<file path="config.mk">
export PLATFORM = sky130hd
export DESIGN_NAME = seg7_scan_ctrl_0_2_flat
export DESIGN_NICKNAME = d
export VERILOG_FILES = /design/src/rtl/seg7_scan_ctrl_0_2_pkg.sv /design/src/rtl/seg7_scan_ctrl_0_2_if.sv /design/src/rtl/seg7_scan_ctrl_0_2_dec.sv /design/src/rtl/seg7_scan_ctrl_0_2.sv /design/src/flat_wrapper.sv
export SDC_FILE = /design/constraint.sdc
export NUM_CORES = 1
export LEC_CHECK = 0
export ABC_AREA = 1
export CELL_PAD_IN_SITES_DETAIL_PLACEMENT = 0
export CELL_PAD_IN_SITES_GLOBAL_PLACEMENT = 1
export CORE_MARGIN = 4
export CORE_UTILIZATION = 40
export CTS_CLUSTER_DIAMETER = 40
export DETAILED_ROUTE_END_ITERATION = 7
export PLACE_DENSITY = 0.85
export SETUP_SLACK_MARGIN = 0.02
export SLEW_MARGIN = 20
export SYNTH_ARGS = -nofsm -noshare
export SYNTH_HDL_FRONTEND = slang
export SYNTH_SLANG_ARGS = --single-unit
</file>
<file path="constraint.sdc">
create_clock -name clk -period 2 [get_ports clk]
set_clock_uncertainty 0.05 [all_clocks]
set_input_delay 0.2 -clock clk [delete_from_list [all_inputs] [get_ports clk]]
set_output_delay 0.2 -clock clk [all_outputs]
set_load 0.03 [all_outputs]
</file>
<file path="src/rtl/seg7_scan_ctrl_0_2_pkg.sv">
// seg7_scan_ctrl_0_2_pkg
// Shared constants for the 0-2 seven-segment scan controller:
//   SEG_0/SEG_1/SEG_2/SEG_OFF - active-low segment patterns, bit order gfedcba
//   DIG_BLANK                 - digit code that shows nothing
//   scan_state_e              - slot phase (ST_BLANK / ST_SHOW)
package seg7_scan_ctrl_0_2_pkg;

  localparam logic [6:0] SEG_0   = 7'b1000000;
  localparam logic [6:0] SEG_1   = 7'b1111001;
  localparam logic [6:0] SEG_2   = 7'b0100100;
  localparam logic [6:0] SEG_OFF = 7'b1111111;

  localparam logic [1:0] DIG_BLANK = 2'b11;

  typedef enum logic {
    ST_BLANK = 1'b0,
    ST_SHOW  = 1'b1
  } scan_state_e;

endpackage

</file>
<file path="src/rtl/seg7_scan_ctrl_0_2_if.sv">
// seg7_scan_ctrl_0_2_if
// Valid/ready update channel carrying a full set of display digits.
//   upd_valid - producer has new digits
//   upd_data  - 2 bits per digit, digit i at [2i+1:2i]
//   upd_ready - consumer can take a new set of digits
// master = value producer, slave = scan controller.
interface seg7_scan_ctrl_0_2_if #(
  parameter int N_DIGITS = 4
);

  logic                    upd_valid;
  logic [2*N_DIGITS-1:0]   upd_data;
  logic                    upd_ready;

  modport master (
    output upd_valid,
    output upd_data,
    input  upd_ready
  );

  modport slave (
    input  upd_valid,
    input  upd_data,
    output upd_ready
  );

endinterface

</file>
<file path="src/rtl/seg7_scan_ctrl_0_2_dec.sv">
// num_to_seg7_0_2
// Combinational decoder from a 2-bit digit code to active-low segments.
//   num_i - digit code, 0..2 shown, 3 blank
//   seg_o - segments gfedcba, active-low
module num_to_seg7_0_2
  import seg7_scan_ctrl_0_2_pkg::*;
(
  input  logic [1:0] num_i,
  output logic [6:0] seg_o
);

  // Code 3 falls through to the all-off pattern.
  always_comb begin
    seg_o = SEG_OFF;
    case (num_i)
      2'd0:    seg_o = SEG_0;
      2'd1:    seg_o = SEG_1;
      2'd2:    seg_o = SEG_2;
      default: seg_o = SEG_OFF;
    endcase
  end

endmodule

</file>
<file path="src/rtl/seg7_scan_ctrl_0_2.sv">
// seg7_scan_ctrl_0_2
// Time-multiplexed driver for N_DIGITS common-anode 7-segment digits.
// Each digit slot is BLANK_CYC cycles dark followed by SCAN_DIV-BLANK_CYC
// lit cycles. New digits arrive over a valid/ready channel and are swapped
// into the displayed set only at the end of a full frame.
//   clk         - system clock, rising edge
//   rst_n       - synchronous active-low reset
//   upd         - update channel (slave side)
//   an          - anode enables, active-low, an[0] = digit 0
//   seg7        - segments gfedcba, active-low
//   dpt         - decimal point, active-low, held off
//   frame_start - one-cycle pulse on the first blank cycle of digit 0
module seg7_scan_ctrl_0_2
  import seg7_scan_ctrl_0_2_pkg::*;
#(
  parameter int N_DIGITS  = 4,
  parameter int SCAN_DIV  = 50000,
  parameter int BLANK_CYC = 16
) (
  input  logic                    clk,
  input  logic                    rst_n,
  seg7_scan_ctrl_0_2_if.slave     upd,
  output logic [N_DIGITS-1:0]     an,
  output logic [6:0]              seg7,
  output logic                    dpt,
  output logic                    frame_start
);

  localparam int CNT_W = $clog2(SCAN_DIV);
  localparam int IDX_W = $clog2(N_DIGITS);
  localparam logic [CNT_W-1:0] CNT_LAST       = CNT_W'(SCAN_DIV - 1);
  localparam logic [CNT_W-1:0] CNT_BLANK_LAST = CNT_W'(BLANK_CYC - 1);
  localparam logic [IDX_W-1:0] IDX_LAST       = IDX_W'(N_DIGITS - 1);

  scan_state_e             state_q, state_d;
  logic [IDX_W-1:0]        idx_q, idx_d;
  logic [CNT_W-1:0]        cnt_q, cnt_d;
  logic [2*N_DIGITS-1:0]   active_q, active_d;
  logic [2*N_DIGITS-1:0]   pend_buf_q, pend_buf_d;
  logic                    pend_q, pend_d;
  logic [N_DIGITS-1:0]     an_q, an_d;
  logic [6:0]              seg7_q, seg7_d;
  logic                    dpt_q;
  logic                    fs_q, fs_d;
  logic                    boundary;
  logic [1:0]              cur_digit;
  logic [6:0]              dec_seg;

  assign cur_digit = active_q[{idx_q, 1'b0} +: 2];

  num_to_seg7_0_2 u_dec (
    .num_i (cur_digit),
    .seg_o (dec_seg)
  );

  // Ready stays high while reset is held so the producer never sees a
  // stale pending flag before the first reset edge.
  assign upd.upd_ready = ~pend_q | ~rst_n;

  // Registers for the scan sequence, the buffers and the output stage.
  always_ff @(posedge clk) begin
    if (!rst_n) begin
      state_q    <= ST_BLANK;
      idx_q      <= '0;
      cnt_q      <= '0;
      active_q   <= {N_DIGITS{DIG_BLANK}};
      pend_buf_q <= '0;
      pend_q     <= 1'b0;
      an_q       <= '1;
      seg7_q     <= SEG_OFF;
      dpt_q      <= 1'b1;
      fs_q       <= 1'b0;
    end else begin
      state_q    <= state_d;
      idx_q      <= idx_d;
      cnt_q      <= cnt_d;
      active_q   <= active_d;
      pend_buf_q <= pend_buf_d;
      pend_q     <= pend_d;
      an_q       <= an_d;
      seg7_q     <= seg7_d;
      dpt_q      <= 1'b1;
      fs_q       <= fs_d;
    end
  end

  // Next-state: slot sequencing, frame-boundary commit, update acceptance,
  // and the output values derived from the current state.
  always_comb begin
    state_d    = state_q;
    idx_d      = idx_q;
    cnt_d      = cnt_q + 1'b1;
    boundary   = 1'b0;
    active_d   = active_q;
    pend_buf_d = pend_buf_q;
    pend_d     = pend_q;
    an_d       = '1;
    seg7_d     = SEG_OFF;
    fs_d       = (state_q == ST_BLANK) && (idx_q == '0) && (cnt_q == '0);

    case (state_q)
      ST_BLANK: begin
        if (cnt_q == CNT_BLANK_LAST) state_d = ST_SHOW;
      end
      ST_SHOW: begin
        if (cnt_q == CNT_LAST) begin
          cnt_d    = '0;
          state_d  = ST_BLANK;
          boundary = (idx_q == IDX_LAST);
          idx_d    = (idx_q == IDX_LAST) ? '0 : idx_q + 1'b1;
        end
      end
      default: state_d = ST_BLANK;
    endcase

    // Commit and accept are exclusive: accepting needs pend_q low and
    // committing needs it high, so a boundary-cycle accept waits a frame.
    if (boundary && pend_q) begin
      active_d = pend_buf_q;
      pend_d   = 1'b0;
    end else if (upd.upd_valid && !pend_q) begin
      pend_buf_d = upd.upd_data;
      pend_d     = 1'b1;
    end

    if (state_q == ST_SHOW) begin
      an_d[idx_q] = 1'b0;
      seg7_d      = dec_seg;
    end
  end

  assign an          = an_q;
  assign seg7        = seg7_q;
  assign dpt         = dpt_q;
  assign frame_start = fs_q;

endmodule

</file>
<file path="src/flat_wrapper.sv">
// flat-port wrapper written by rule: the top's interface ports become plain ports
module seg7_scan_ctrl_0_2_flat import seg7_scan_ctrl_0_2_pkg::*;
#(
  parameter int N_DIGITS  = 4,
  parameter int SCAN_DIV  = 50000,
  parameter int BLANK_CYC = 16
)
  (clk, rst_n, an, seg7, dpt, frame_start, upd_upd_valid, upd_upd_data, upd_upd_ready);
  seg7_scan_ctrl_0_2_if #(.N_DIGITS(N_DIGITS)) upd_i ();
  input  logic clk;
  input  logic rst_n;
  output logic [N_DIGITS-1:0] an;
  output logic [6:0] seg7;
  output logic dpt;
  output logic frame_start;
  input wire logic [$bits(upd_i.upd_valid)-1:0] upd_upd_valid;
  input wire logic [$bits(upd_i.upd_data)-1:0] upd_upd_data;
  output wire logic [$bits(upd_i.upd_ready)-1:0] upd_upd_ready;
  assign upd_i.upd_valid = upd_upd_valid;
  assign upd_i.upd_data = upd_upd_data;
  assign upd_upd_ready = upd_i.upd_ready;
  seg7_scan_ctrl_0_2 #(.N_DIGITS(N_DIGITS), .SCAN_DIV(SCAN_DIV), .BLANK_CYC(BLANK_CYC)) u_core (.clk(clk), .rst_n(rst_n), .upd(upd_i), .an(an), .seg7(seg7), .dpt(dpt), .frame_start(frame_start));
endmodule
</file>
==> summary by stage, run 1 <==
Run status
The flow ran to the end, and the final reports show no timing, DRC or antenna violations.

Critical path
Of all nets on the critical path, the largest fanout is 12. Data on the critical path is required at its endpoint by 2.16 ns. The arrival time of data at the critical path endpoint is 1.78 ns.

The worst-case reg-to-reg path depth is 8. The startpoint class of the critical path is a register. The setup slack of the most critical reg-to-reg path is 0.38 ns. The kind of end point of the critical path is a register.

The endpoint of the lowest-slack register-to-register path is u_core.cnt_q[14]. The path type of the worst setup path is register to register. The reg-to-reg startpoint is u_core.cnt_q[0].

Worst hold path
Counting instances, the worst hold path has a depth of 2. The worst min-delay path startpoint is u_core.active_q[2]. The class of the tightest hold or removal check is register to register.

The end point of the worst hold path is u_core.active_q[2].

Power and ir drop
The leakage power is 1.07 nW. The share of total power dissipated in sequential elements is 0.591. Across the VDD grid, the largest voltage drop is 0.426 mV. The cell internal power dissipation is 1.22 mW. The share of total power dissipated in combinational logic is 0.056. The clock group share of total power is 0.353.

The switching component of the power is 385 uW. Power spread over the standard cell area amounts to 659 nW/um2. Of the total power, the share spent switching nets is 0.239.

Global routing
The fraction of met2 tracks used by global routing is 0.195. The final global-route overflow total is 0. Entering global routing, the biggest net connects 16 pins. The via count of the first global-routing pass is 1494.

The global routing's busiest layer is met2. For met3 alone, demand over resource in global routing was 0.0384. For met1 alone, demand over resource in global routing was 0.193. The global router's overall resource usage is 0.138. The first-pass GRT wire length is 6.84 mm. The initial antenna violation count was 0.

Timing
The ratio of final minimum period to clock period is 0.810. The total of endpoints with negative setup slack in the final report is 0. The max-slew violation total from the final report is 0.

Setup repair after global routing left no endpoint under its margin. The shortest period the worst path allows is 1.62 ns. The number of failing hold endpoints at the final stage is 0. Derived from the worst setup path, the maximum achievable clock frequency is 617 MHz.

The total negative slack for setup checks is 0 ns.

Placement
The detailed placer's ending HPWL is 2.97 mm. The number of placed instances, taps included, is 364. Once placement finished, the instance area stood at 2350 um2.

The routability congestion estimate is 0.758. The count of buffers added on input and output ports is 23.

Synth
When the netlist entered floorplanning its net count stood at 294. Yosys mapped the design onto 30 distinct sky130hd cell types. The number of instances in the synthesized netlist is 277.

The portion of the post-synthesis area used by sequential elements is 0.447. During synthesis, Yosys emitted a total of 0 warnings. Summing every instance area after synthesis gives 2060 um2. The number of register bits inferred by synthesis is 46. The synthesized area per cell is 7.43 um2.

Die
The number of top-level design ports is 25. For this configuration, the core starts out at a cell density of 0.425. The core region is 4850 um2. The die width is 79.8 um. The height of the die is 79.8 um. The floorplan step defined a die boundary enclosing 6360 um2. The number of placement rows is 25.

Layout
Leaving out fill and tap cells, the most frequent cell in the layout is nand2_1. Of the cells placed in the final design, the portion with a size suffix greater than 1 is 0.0885. After routing the design area is 2440 um2. The number of cells in the finished layout apart from fillers is 372. The layout filler cell count is 476. From synthesis to final layout, the design area changed by 18.6%. The final net count is 321. The number of antenna diodes in the final layout is 0. Leaving out fill and tap cells, the most frequent cells in the layout are nand2_1 (57), nor2_1 (48), dfxtp_1 (46).

CTS
The buffer levels on the longest clock path is 2. Post-CTS timing repair inserted 0 buffers for setup. The cell at the root of the clock tree is clkbuf_8. The clock-pin slew of the registers on the worst-case setup and hold paths is 0.09 ns. In this run, post-CTS hold repair placed 0 buffers. The number of buffers added by the clock tree synthesis step is 5. The sink count of the clock tree is 46. The later pin in the worst-skew pair is clocked with a latency of 0.30 ns. The H-tree depth is 2. The clock tree from TritonCTS is done. Post-CTS repair changed the size of 0 cells.

Route
The total iterations of the first detailed-routing run is 6. Across all layers, the routed design uses 1669 vias. The detailed router finished its first iteration with 97 violations. After detailed routing, the total wire length is 3.96 mm. After detailed routing, the number of remaining DRC violations is 0. The average detailed-routed wire length per instance is 10.7 um. The count of nets left with antenna violations once routing finished came out at 0.

The ratio of routed vias to standard cells is 4.49.

Flow run
The count of maximum capacitance violations is 0.
worst max-delay path: stages (launching register included):
cell	delay (ns)
dfxtp_1	0.41
ha_1	0.21
nand2_2	0.10
nor2_8	0.20
nand3_2	0.15
nand2_2	0.25
inv_1	0.07
nand2_1	0.06
inv_1	0.03
per-stage QoR:
| step | setup slack [ns] | util | power [mW] | hold slack, ns |
|---|---|---|---|---|
| 6_report | 0.379 | 0.504 | 1.61 | 0.408 |
| 3_3_place_gp | 0.422 | 0.485 | 1.06 | 0.386 |
| 4_1_cts | 0.367 | 0.504 | 1.63 | 0.414 |
| 2_1_floorplan | 0.618 | - | 1.02 | 0.285 |
| 3_5_place_dp | 0.372 | 0.485 | 1.06 | 0.390 |
| 5_1_grt | 0.225 | 0.504 | 1.69 | 0.421 |
worst max path at each step:
stage / slack, ns / end / cells past startpoint / startpoint
2_1_floorplan: 0.62 / u_core.cnt_q[11] / 7 / u_core.cnt_q[0]
3_3_place_gp: 0.42 / u_core.cnt_q[14] / 8 / u_core.cnt_q[0]
3_5_place_dp: 0.37 / u_core.cnt_q[14] / 8 / u_core.cnt_q[0]
4_1_cts: 0.37 / u_core.cnt_q[14] / 8 / u_core.cnt_q[0]
5_1_grt: 0.22 / u_core.cnt_q[14] / 8 / u_core.cnt_q[0]
6_report: 0.38 / u_core.cnt_q[14] / 8 / u_core.cnt_q[0]
logic make-up (layout without fill, tap and decap cells):
logic type	after synthesis	in the layout	share of synthesized area
AOI/OAI and AO/OA	29	29	0.0747
xor gates and xnor gates	3	3	0.0128
adders and majority gates	6	6	0.0365
other	1	1	0.00182
and+or+nand+nor	153	153	0.347
buffers and inverters	39	67	0.0802
DFF	46	46	0.447
flip-flops by register name, indices dropped and copies added, names as in the netlist:
name / count
u_core.cnt_q: 16
u_core.active_q: 8
u_core.pend_buf_q: 8
u_core.seg7: 5
u_core.an: 4
u_core.idx_q: 2
u_core.frame_start: 1
u_core.pend_q: 1
u_core.state_q: 1
power groups by stage:
stage	combinational, mW	clock, mW	sequential [mW]
2_1_floorplan	0.0490	0	0.973
3_3_place_gp	0.0899	0	0.972
5_1_grt	0.100	0.637	0.954
4_1_cts	0.0913	0.589	0.951
3_5_place_dp	0.0906	0	0.973
6_report	0.0906	0.567	0.951
layout make-up:
cell class | count | area [um2] | share of cell area
multi-input cells | 192 | 973 | 0.399
flip-flops and latches | 46 | 921 | 0.377
repair buffers | 26 | 250 | 0.102
inverters | 33 | 124 | 0.0507
well taps | 67 | 83.8 | 0.0343
clock buffers | 5 | 68.8 | 0.0282
clock inverters | 3 | 21.3 | 0.00871
metal layers:
| metal | vias to the layer above | wire (um) |
|---|---|---|
| met3 | 6 | 163 |
| met4 | 0 | 74 |
| met1 | 710 | 2120 |
| met2 | 23 | 1610 |
| met5 | - | 0 |
| li1 | 930 | - |
cell usage after synthesis (all sizes together):
master | instances | area [um2]
nand2 | 60 | 233
nor2 | 53 | 239
dfxtp | 46 | 921
inv | 32 | 120
nand3 | 31 | 178
o21ai | 15 | 75.1
a21oi | 12 | 63.8
ha | 6 | 75.1
buf | 5 | 37.5
nand4 | 4 | 31.3
nor3 | 3 | 20.0
xor2 | 3 | 26.3
a32oi | 1 | 8.76
clkbuf | 1 | 3.75
clkinv | 1 | 3.75
conb | 1 | 3.75
nor3b | 1 | 7.51
o22ai | 1 | 6.26
or2 | 1 | 6.26
Power figures use the tool's default switching activity.
==> run 2, diff against run 1 <==
==> constraint.sdc (replaced) <==
create_clock -name clk -period 1.5 [get_ports clk]
set_clock_uncertainty 0.05 [all_clocks]
set_input_delay 0.15 -clock clk [delete_from_list [all_inputs] [get_ports clk]]
set_output_delay 0.15 -clock clk [all_outputs]
set_load 0.03 [all_outputs]
==> summary by stage, run 2 (synthesis gave the netlist of run 1 again) <==
Timing
The shortest period the worst path allows was 1.36 ns (was 1.62 ns). The total negative slack for setup checks is 0 ns (unchanged). The ratio of final minimum period to clock period is 0.907 (was 0.810).

The final hold slack is 0.377 ns (was 0.408 ns). The max-slew violation total from the final report is 0 (unchanged). The number of failing hold endpoints at the final stage is 0 (unchanged). RSZ-0062 raised after global routing: false (unchanged). The slack of the critical path is 0.139 ns (was 0.379 ns). The highest clock frequency the design can meet came to 735 MHz (was 617 MHz). The total of endpoints with negative setup slack in the final report is 0 (unchanged).

CTS
The sink count of the clock tree is 46 (unchanged). The clock-pin slew of the registers on the worst-case setup and hold paths is 0.08 ns (was 0.09 ns). The clock network latency to the later pin of the worst-skew pair came to 0.30 ns (about the same). The number of buffers added by the clock tree synthesis step was 5 (unchanged). The clock tree from TritonCTS was done (unchanged). The H-tree depth came to 2 (unchanged). The cts-stage hold buffer count was 0 (unchanged). The cell at the root of the clock tree is clkbuf_8 (unchanged). The buffer levels on the longest clock path came to 2 (unchanged).

Critical path
The path type of the worst setup path is register to register (unchanged). The number of buffer and inverter stages on the critical path is 1 (was 2). The arrival time of data at the critical path endpoint is 1.50 ns (was 1.78 ns). The maximum net fanout on the critical path is 5 (was 12). The cell with the largest stage delay on the worst path is dfxtp_2 (was dfxtp_1). The kind of end point of the critical path is a register (unchanged). The critical path data required time is 1.64 ns (was 2.16 ns).

The worst-case reg-to-reg path depth is 7 (was 8). The reg-to-reg startpoint is u_core.cnt_q[0] (unchanged). The instance count on the critical path is 7 (was 8). The worst setup path startpoint is u_core.cnt_q[0] (unchanged). The setup slack of the most critical reg-to-reg path is 0.14 ns (was 0.38 ns).

The delay of the slowest cell on the worst path is 0.36 ns (was 0.41 ns). The endpoint of the lowest-slack register-to-register path was u_core.cnt_q[8] (was u_core.cnt_q[14]). The cell family contributing the most delay on the critical path was flip-flops (was simple AND/OR/NAND/NOR gates). CP cell instances: ha_4, nand2_4, nor2_8, buf_4, nand2_1, xor2_1, nor2_1 (was ha_1, nand2_2, nor2_8, nand3_2, nand2_2, inv_1, nand2_1, inv_1). The startpoint class of the critical path is a register (unchanged).

Route
The DRC violation total after the first TritonRoute iteration was 99 (was 97). The ratio of routed vias to standard cells was 4.54 (was 4.49). The total iterations of the first detailed-routing run came to 4 (was 6). The total number of vias was 1767 (was 1669). The number of routed nets with antenna violations is 0 (unchanged). The average detailed-routed wire length per instance is 11.2 um (was 10.7 um).

The total DRC errors in the routed layout is 0 (unchanged). The final wirelength was 4.37 mm (was 3.96 mm).

Layout
The layout overhead on the synthesized area was 28.8% (was 18.6%). The number of diodes added for antenna fixing is 0 (unchanged). Largest registers: u_core.cnt_q (16), u_core.active_q (8), u_core.pend_buf_q (8) (unchanged).

The final net count is 338 (was 321). The multi-input logic area is 1050 um2 (was 973 um2). The area taken by flip-flops and latches is 926 um2 (was 921 um2). Top library cells by usage in the layout, fill and taps aside: nand2_1 (57), nor2_1 (46), dfxtp_1 (42) (was nand2_1 (57), nor2_1 (48), dfxtp_1 (46)).

The layout filler cell count was 482 (was 476). The commonest non-fill, non-tap cell in the layout is nand2_1 (unchanged). The top register by number of flip-flops was u_core.cnt_q (unchanged). The number of flip-flops under the largest register name was 16 (unchanged). The share of final-layout standard cells stronger than drive strength 1 came to 0.158 (was 0.0885).

Placement
The routability congestion estimate was 0.749 (was 0.758). The detailed placer's ending HPWL is 3.20 mm (was 2.97 mm). The pre-CTS setup slack was 0.0391 ns (was 0.372 ns). The count of input and output buffers is 23 (unchanged).

Die
The die width is 79.8 um (unchanged). The number of placement rows is 25 (unchanged). The height of the die is 79.8 um (unchanged). The full die area is 6360 um2 (unchanged). The initial core utilization came to 0.425 (unchanged). The number of top-level design ports is 25 (unchanged). The floorplan core area was 4850 um2 (unchanged).

Power and ir drop
The leakage power is 1.18 nW (was 1.07 nW). The maximum vdd ir drop is 0.459 mV (was 0.426 mV). The power density over the cells is 873 nW/um2 (was 659 nW/um2).

Worst hold path
The class of the tightest hold or removal check was primary input to register (was register to register). The end point of the worst hold path is u_core.pend_buf_q[3] (was u_core.active_q[2]). The worst min-delay path startpoint is upd_upd_data[3] (was u_core.active_q[2]). The worst hold path cell count is 3 (was 2).

Global routing
The global router's overall resource usage came to 0.149 (was 0.138). The final global-route overflow total came to 0 (unchanged). The initial antenna violation count is 0 (unchanged). The first-pass GRT wire length came to 7.47 mm (was 6.84 mm). The via count of the first global-routing pass is 1674 (was 1494). The pin count of the biggest net entering global routing is 17 (was 16).

Flow run
The count of maximum capacitance violations is 0 (unchanged).

Run status
Status: finished clean (unchanged).
## run 2: final cells by class
cell class,count,area share
well taps,67,0.0316
clock buffers,6,0.0274
repair buffers,42,0.135
inverters,33,0.0467
clock inverters,2,0.0142
multi-input cells,193,0.396
flip-flops and latches,46,0.349
## run 2: worst max path at each step
stage | to | slack, ns
finish | u_core.cnt_q[8] | 0.14
global route | u_core.active_q[2] | 0.01
CTS | an[3] | 0.02
detailed placement | u_core.cnt_q[14] | 0.04
global placement | u_core.seg7[6] | 0.07
floorplan | u_core.cnt_q[15] | 0.12
## run 2: timing repair
action	CTS	global route
gates cloned	0	1
buffers inserted	0	2
resized for setup	11	17
endpoints found under the setup margin	11	22
pin swaps	0	4
## run 2: per-stage QoR
step                      cell area [um2]  power (mW)  cells   util
after CTS                            2550        2.34    386  0.527
after global placement               2460        1.42    378  0.507
final                                2650        2.32    389  0.547
after floorplan                      2060        1.36    277      -
after detailed placement             2460        1.42    378  0.507
after global routing                 2650        2.42    389  0.547
## run 2: routing by layer
layer | GRT usage | vias to the layer above | part of all wire
li1 | - | 963 | -
met2 | 0.229 | 34 | 0.44
met4 | 0.0557 | 0 | 0.015
met1 | 0.203 | 764 | 0.51
met3 | 0.0350 | 6 | 0.038
met5 | 0 | - | 0
## run 2: report_power, final
group / internal [mW] / total [mW] / switching (mW)
clock: 0.497 / 0.917 / 0.419
combinational: 0.0597 / 0.131 / 0.0711
sequential: 1.25 / 1.27 / 0.0188
total: 1.81 / 2.32 / 0.509
## run 2: tightest hold or removal path, stage by stage
cell             delay [ns]
clkdlybuf4s50_1        0.40
nor2_1                 0.10
nor2_1                 0.05
==> edit 1 (settings of run 1) <==
Remove the register `an_q`: a continuous assignment takes its place, so the output `an` follows one clock earlier.
--- a/src/rtl/seg7_scan_ctrl_0_2.sv
+++ b/src/rtl/seg7_scan_ctrl_0_2.sv
@@ -66,7 +66,6 @@
       active_q   <= {N_DIGITS{DIG_BLANK}};
       pend_buf_q <= '0;
       pend_q     <= 1'b0;
-      an_q       <= '1;
       seg7_q     <= SEG_OFF;
       dpt_q      <= 1'b1;
       fs_q       <= 1'b0;
@@ -77,12 +76,13 @@
       active_q   <= active_d;
       pend_buf_q <= pend_buf_d;
       pend_q     <= pend_d;
-      an_q       <= an_d;
       seg7_q     <= seg7_d;
       dpt_q      <= 1'b1;
       fs_q       <= fs_d;
     end
   end
+
+  assign an_q = an_d;
 
   // Next-state: slot sequencing, frame-boundary commit, update acceptance,
   // and the output values derived from the current state.
Check against the original RTL: no difference found for any inputs over 10 cycles, from zero or initial values and one cycle with rst_n low; that may be too few to reach the edited logic, so the function may still have changed.
==> edit 1 against run 1 <==
Synthesized cell count decreased by 5.1%; maximum frequency decreased by 12%; final area decreased by 3.3%; setup slack got worse by 0.23 ns; sequential share of layout area decreased by 2.1 points; synthesized area decreased by 4.2%; wire length decreased by 3.7%; global-route usage decreased by 0.062 points; power increased by 1.6%; count of clock-buffer cells in the layout unchanged; sequential cell count decreased by 4; final cell count decreased by 4.3%; critical endpoint is now an[0]; highest routed layer unchanged.
==> edit 1: results (changes against run 1) <==
synth:
  yosysSeqAreaShare_pct: 42.6  # -2.1 points
  synth_nets: 280  # -4.8%
  ys_async_sr_fraction_pct: 0  # unchanged
  yosysWarnings: 0  # unchanged
  synth_area_leaders: "dfxtp_1, nor2_1, nand2_1, nand3_1, inv_1"
  synth_area_per_cell_um2: 7.50  # +0.91%
  synth_common_cells: "nor2_1, nand2_1, dfxtp_1"
  synth_ff_type: "dfxtp_1"
  synth_cell_types: 30  # unchanged
min_path:
  hold_class: "reg2reg"
cells_and_area:
  n_fill_cell: 501  # +5.3%
  reg_top3: "u_core.cnt_q: 16 flops, u_core.active_q: 8 flops, u_core.pend_buf_q: 8 flops"
  diodes: 0  # unchanged
  fin_nets: 305  # -5.0%
  final_util_pct: 49.7  # -0.69 points
  drive_above_1_share_pct: 8.65  # -0.20 points
cts:
  holdBufCountCts: 0  # unchanged
  clkSlewWorstSetupHoldPaths_ns: 0.08
  cts_max_path_buffers: 2  # unchanged
  clk_latency_ns: 0.29
  clock-root-buffer: "clkbuf_8"
  post_cts_resized: 3  # +3
  htreeDepth: 2  # unchanged
  post-cts-setup-buffer-count: 0  # unchanged
  cts_buffers: 5  # unchanged
global_route:
  grt_pass1_wl_um: 6820  # -0.29%
  grt_usage_pct: 13.7  # -0.062 points
  grt_pass1_vias: 1560  # +4.4%
  antenna_found_initial: 0  # unchanged
  grt_max_degree: 17  # +1
  grt-ovfl-total: 0  # unchanged
routing:
  wl_per_cell_um: 10.7  # +0.64%
  drt-initial-drc-count: 70  # -28%
  vias: 1687  # +1.1%
  firstDrtPassIters: 4  # -2
  drt-total-wl_um: 3820  # -3.7%
placed_design:
  pre_cts_ws_ns: 0.157  # -0.215 ns
  gp_congestion: 0.849  # +12%
  hpwl_um: 2900  # -2.5%
  port_buffers: 23  # unchanged
  placed_area_mm2: 0.00225  # -4.4%
  dp.cells: 348  # -4.4%
status:
  outcome: "finished clean"
pwr:
  leakagePower_nw: 0.995  # -7.3%
  switching_power_mw: 0.364  # -5.5%
  ir_drop_mv: 0.425  # -0.24%
worst_setup_path:
  crit_fanout: 8  # -4
  critPathTopFamily: "buffers and inverters"
  slowest_stage: "dfxtp_1"
  arrival_ns: 1.60  # -0.18 ns
  slowest_delay_ns: 0.43  # +0.02 ns
edit 1: cell types whose count changed after synthesis, sizes merged, moves of 6 or more:
cell and change:
inv -8, nand2 -6, nand3 -8, nand4 +9
nor2 +6
edit 1: power by group through the flow:
stage | combinational (mW) | clock, mW | sequential [mW]
detailed placement | 0.0928 | 0 | 0.889
finish | 0.0919 | 0.674 | 0.869
global route | 0.103 | 0.725 | 0.873
CTS | 0.0938 | 0.690 | 0.869
global placement | 0.0925 | 0 | 0.888
floorplan | 0.0520 | 0 | 0.890
edit 1: cell type report:
cell class              instances  area share (%)
clock inverters                 3            1.91
flip-flops and latches         42            35.6
inverters                      24            3.81
clock buffers                   5            2.91
repair buffers                 26            10.6
multi-input cells             189            41.6
well taps                      67            3.55
edit 1: logic make-up (layout without fill, tap and decap cells):
family / Yosys count / in the layout / share of synthesized area (%)
DFF: 42 / 42 / 42.6
adders and majority gates: 6 / 6 / 3.80
and+or+nand+nor: 155 / 155 / 37.6
AOI/OAI and AO/OA: 21 / 21 / 5.58
buffers and inverters: 32 / 58 / 7.55
xor gates and xnor gates: 6 / 6 / 2.66
other: 1 / 1 / 0.190
edit 1: layer usage:
layer	share of wire [%]	GRT usage (%)	up-vias
met2	44	21.6	32
met5	0	0	-
met4	0.63	6.12	0
met3	4.5	3.10	2
met1	51	17.9	761
li1	-	-	892
edit 1: final timing paths:
kind,endpoint,from,slack (ns),depth (start not counted)
max,an[0],u_core.idx_q[0],0.15,4
max reg2reg,u_core.cnt_q[8],u_core.cnt_q[0],0.41,6
min reg2reg,u_core.cnt_q[0],u_core.cnt_q[0],0.42,1
min,u_core.cnt_q[0],u_core.cnt_q[0],0.42,1
==> edit 2 (config.mk and constraints of run 1) <==
Made on the original files. `SCAN_DIV` is set to 50000 in 2 places; all go to 100000.
--- a/src/rtl/seg7_scan_ctrl_0_2.sv
+++ b/src/rtl/seg7_scan_ctrl_0_2.sv
@@ -14,7 +14,7 @@
   import seg7_scan_ctrl_0_2_pkg::*;
 #(
   parameter int N_DIGITS  = 4,
-  parameter int SCAN_DIV  = 50000,
+  parameter int SCAN_DIV  = 100000,
   parameter int BLANK_CYC = 16
 ) (
   input  logic                    clk,
--- a/src/flat_wrapper.sv
+++ b/src/flat_wrapper.sv
@@ -2,7 +2,7 @@
 module seg7_scan_ctrl_0_2_flat import seg7_scan_ctrl_0_2_pkg::*;
 #(
   parameter int N_DIGITS  = 4,
-  parameter int SCAN_DIV  = 50000,
+  parameter int SCAN_DIV  = 100000,
   parameter int BLANK_CYC = 16
 )
   (clk, rst_n, an, seg7, dpt, frame_start, upd_upd_valid, upd_upd_data, upd_upd_ready);
Formal check against the unedited RTL: no difference found for any inputs over 10 cycles, from zero or initial values and one cycle with rst_n low; that may be too few to reach the edited logic, so the function may still have changed.
==> edit 2 against run 1 <==
Setup slack better by 0.042 ns; non-clock buffer count is 2 higher; die area is 1.6% higher; synthesized cell count is 1.8% lower; sequential cell count is 1 higher; global-route usage is 0.31 points higher; critical path depth is 7 lower; final cell count is 0.54% lower; via count is 3.9% higher; first-iteration DRC count is 32% lower; wire length is 5.8% higher; power is 8.5% higher; final area is 2.7% higher; synthesized area is 1.8% higher.
==> edit 2: results (changes against run 1) <==
pwr:
  ir_drop_mv: 0.469  # +10%
  leakagePower_nw: 1.02  # -5.0%
global_route:
  grt_usage_pct: 14.1  # +0.31 points
  grt_pass1_vias: 1709  # +14%
  grt_max_degree: 18  # +2
  antenna_found_initial: 0  # unchanged
  grt_pass1_wl_um: 7230  # +5.7%
cells_and_area:
  diodes: 0  # unchanged
  n_fill_cell: 522  # +9.7%
  drive_above_1_share_pct: 11.7  # +2.8 points
  reg_top3: "u_core.cnt_q: 17 flops, u_core.active_q: 8 flops, u_core.pend_buf_q: 8 flops"
  fin_nets: 317  # -1.2%
worst_setup_path:
  rr_worst_depth: 8  # unchanged
  slowest_stage: "clkdlybuf4s50_1"
  critPathTopFamily: "buffers and inverters"
  slowest_delay_ns: 0.68  # +0.27 ns
  arrival_ns: 1.33  # -0.45 ns
  crit_fanout: 3  # -9
routing:
  drt-initial-drc-count: 66  # -32%
  wl_per_cell_um: 11.3  # +6.4%
  vias_per_cell: 4.69  # +4.5%
  firstDrtPassIters: 4  # -2
synth:
  synth_area_leaders: "dfxtp_1, nor2_1, nand2_1, inv_1, nand3_1"
  synth_cell_types: 29  # -3.3%
  synth_nets: 289  # -1.7%
  yosysWarnings: 0  # unchanged
  ys_async_sr_fraction_pct: 0  # unchanged
  synth_ff_type: "dfxtp_1"
  synth_common_cells: "dfxtp_1, nor2_1, nand2_1"
  yosysSeqAreaShare_pct: 44.9  # +0.15 points
cts:
  clkSlewWorstSetupHoldPaths_ns: 0.09  # about the same
  clock-root-buffer: "clkbuf_8"
  cts_max_path_buffers: 2  # unchanged
  post-cts-setup-buffer-count: 0  # unchanged
  post_cts_resized: 0  # unchanged
  cts_buffers: 5  # unchanged
  clk_latency_ns: 0.31
  htreeDepth: 2  # unchanged
placed_design:
  gp_congestion: 0.797  # +5.2%
  port_buffers: 23  # unchanged
  hpwl_um: 3150  # +6.1%
min_path:
  hold_class: "reg2reg"
  worstHoldPathCells: 2  # unchanged
die:
  num_rows: 26  # +4.0%
status:
  outcome: "finished clean"
-- edit 2: cell count changes after synthesis, moves of 4 or more --
cell     before  now
nand4_1       3   14
nand2_1      57   45
inv_1        31   25
nor2_4        0    4
nand3_1      28   18
a21oi_1      11    7
-- edit 2: metrics by stage --
step                      setup slack (ns)  area [um^2]  power (mW)  cells  utilization, %
final                                0.421         2510        1.75    370            49.1
after global routing                 0.253         2510        1.80    370            49.1
after CTS                            0.401         2510        1.77    370            49.1
after detailed placement             0.413         2400        1.09    363            47.0
after global placement               0.447         2400        1.08    363            47.0
after floorplan                      0.631         2100        1.04    272               -
-- edit 2: final timing paths --
| check | start | end | slack [ns] |
|---|---|---|---|
| setup / recovery | u_core.seg7[4] | seg7[3] | 0.42 |
| hold reg to reg | u_core.active_q[4] | u_core.active_q[4] | 0.42 |
| setup reg to reg | u_core.cnt_q[0] | u_core.active_q[6] | 0.43 |
| hold / removal | u_core.active_q[4] | u_core.active_q[4] | 0.42 |
-- edit 2: final cells by class --
| class | count | share of cell area, % |
|---|---|---|
| Clock inverter | 2 | 1.50 |
| Timing Repair Buffer | 28 | 10.6 |
| Tap cell | 70 | 3.49 |
| Inverter | 27 | 4.04 |
| Multi-Input combinational cell | 191 | 40.1 |
| Sequential cell | 47 | 37.5 |
| Clock buffer | 5 | 2.74 |
-- edit 2: layer usage --
layer,GRT usage (%),wire length (um),up-vias
met3,3.70,173,8
met1,18.6,2160,768
met2,21.8,1780,30
met5,0,0,-
li1,-,-,928
met4,5.57,83,0
-- edit 2: power breakdown --
group | leakage, nW | switching (mW) | internal [mW] | total, mW
Clock | 0.0502 | 0.318 | 0.365 | 0.683
Combinational | 0.588 | 0.0510 | 0.0425 | 0.0935
Sequential | 0.382 | 0.0133 | 0.956 | 0.970
-- edit 2: kinds of logic (layout without fill, tap and decap cells) --
logic type      Yosys count  count (layout)  share of synthesized area (%)
xor+xnor                  6               6                           2.51
simple gates            152             152                           35.1
buf+inv                  34              62                           7.16
compound gates           26              26                           6.56
fa+ha+maj                 6               6                           3.58
flops                    47              47                           44.9
other cells               1               1                          0.179
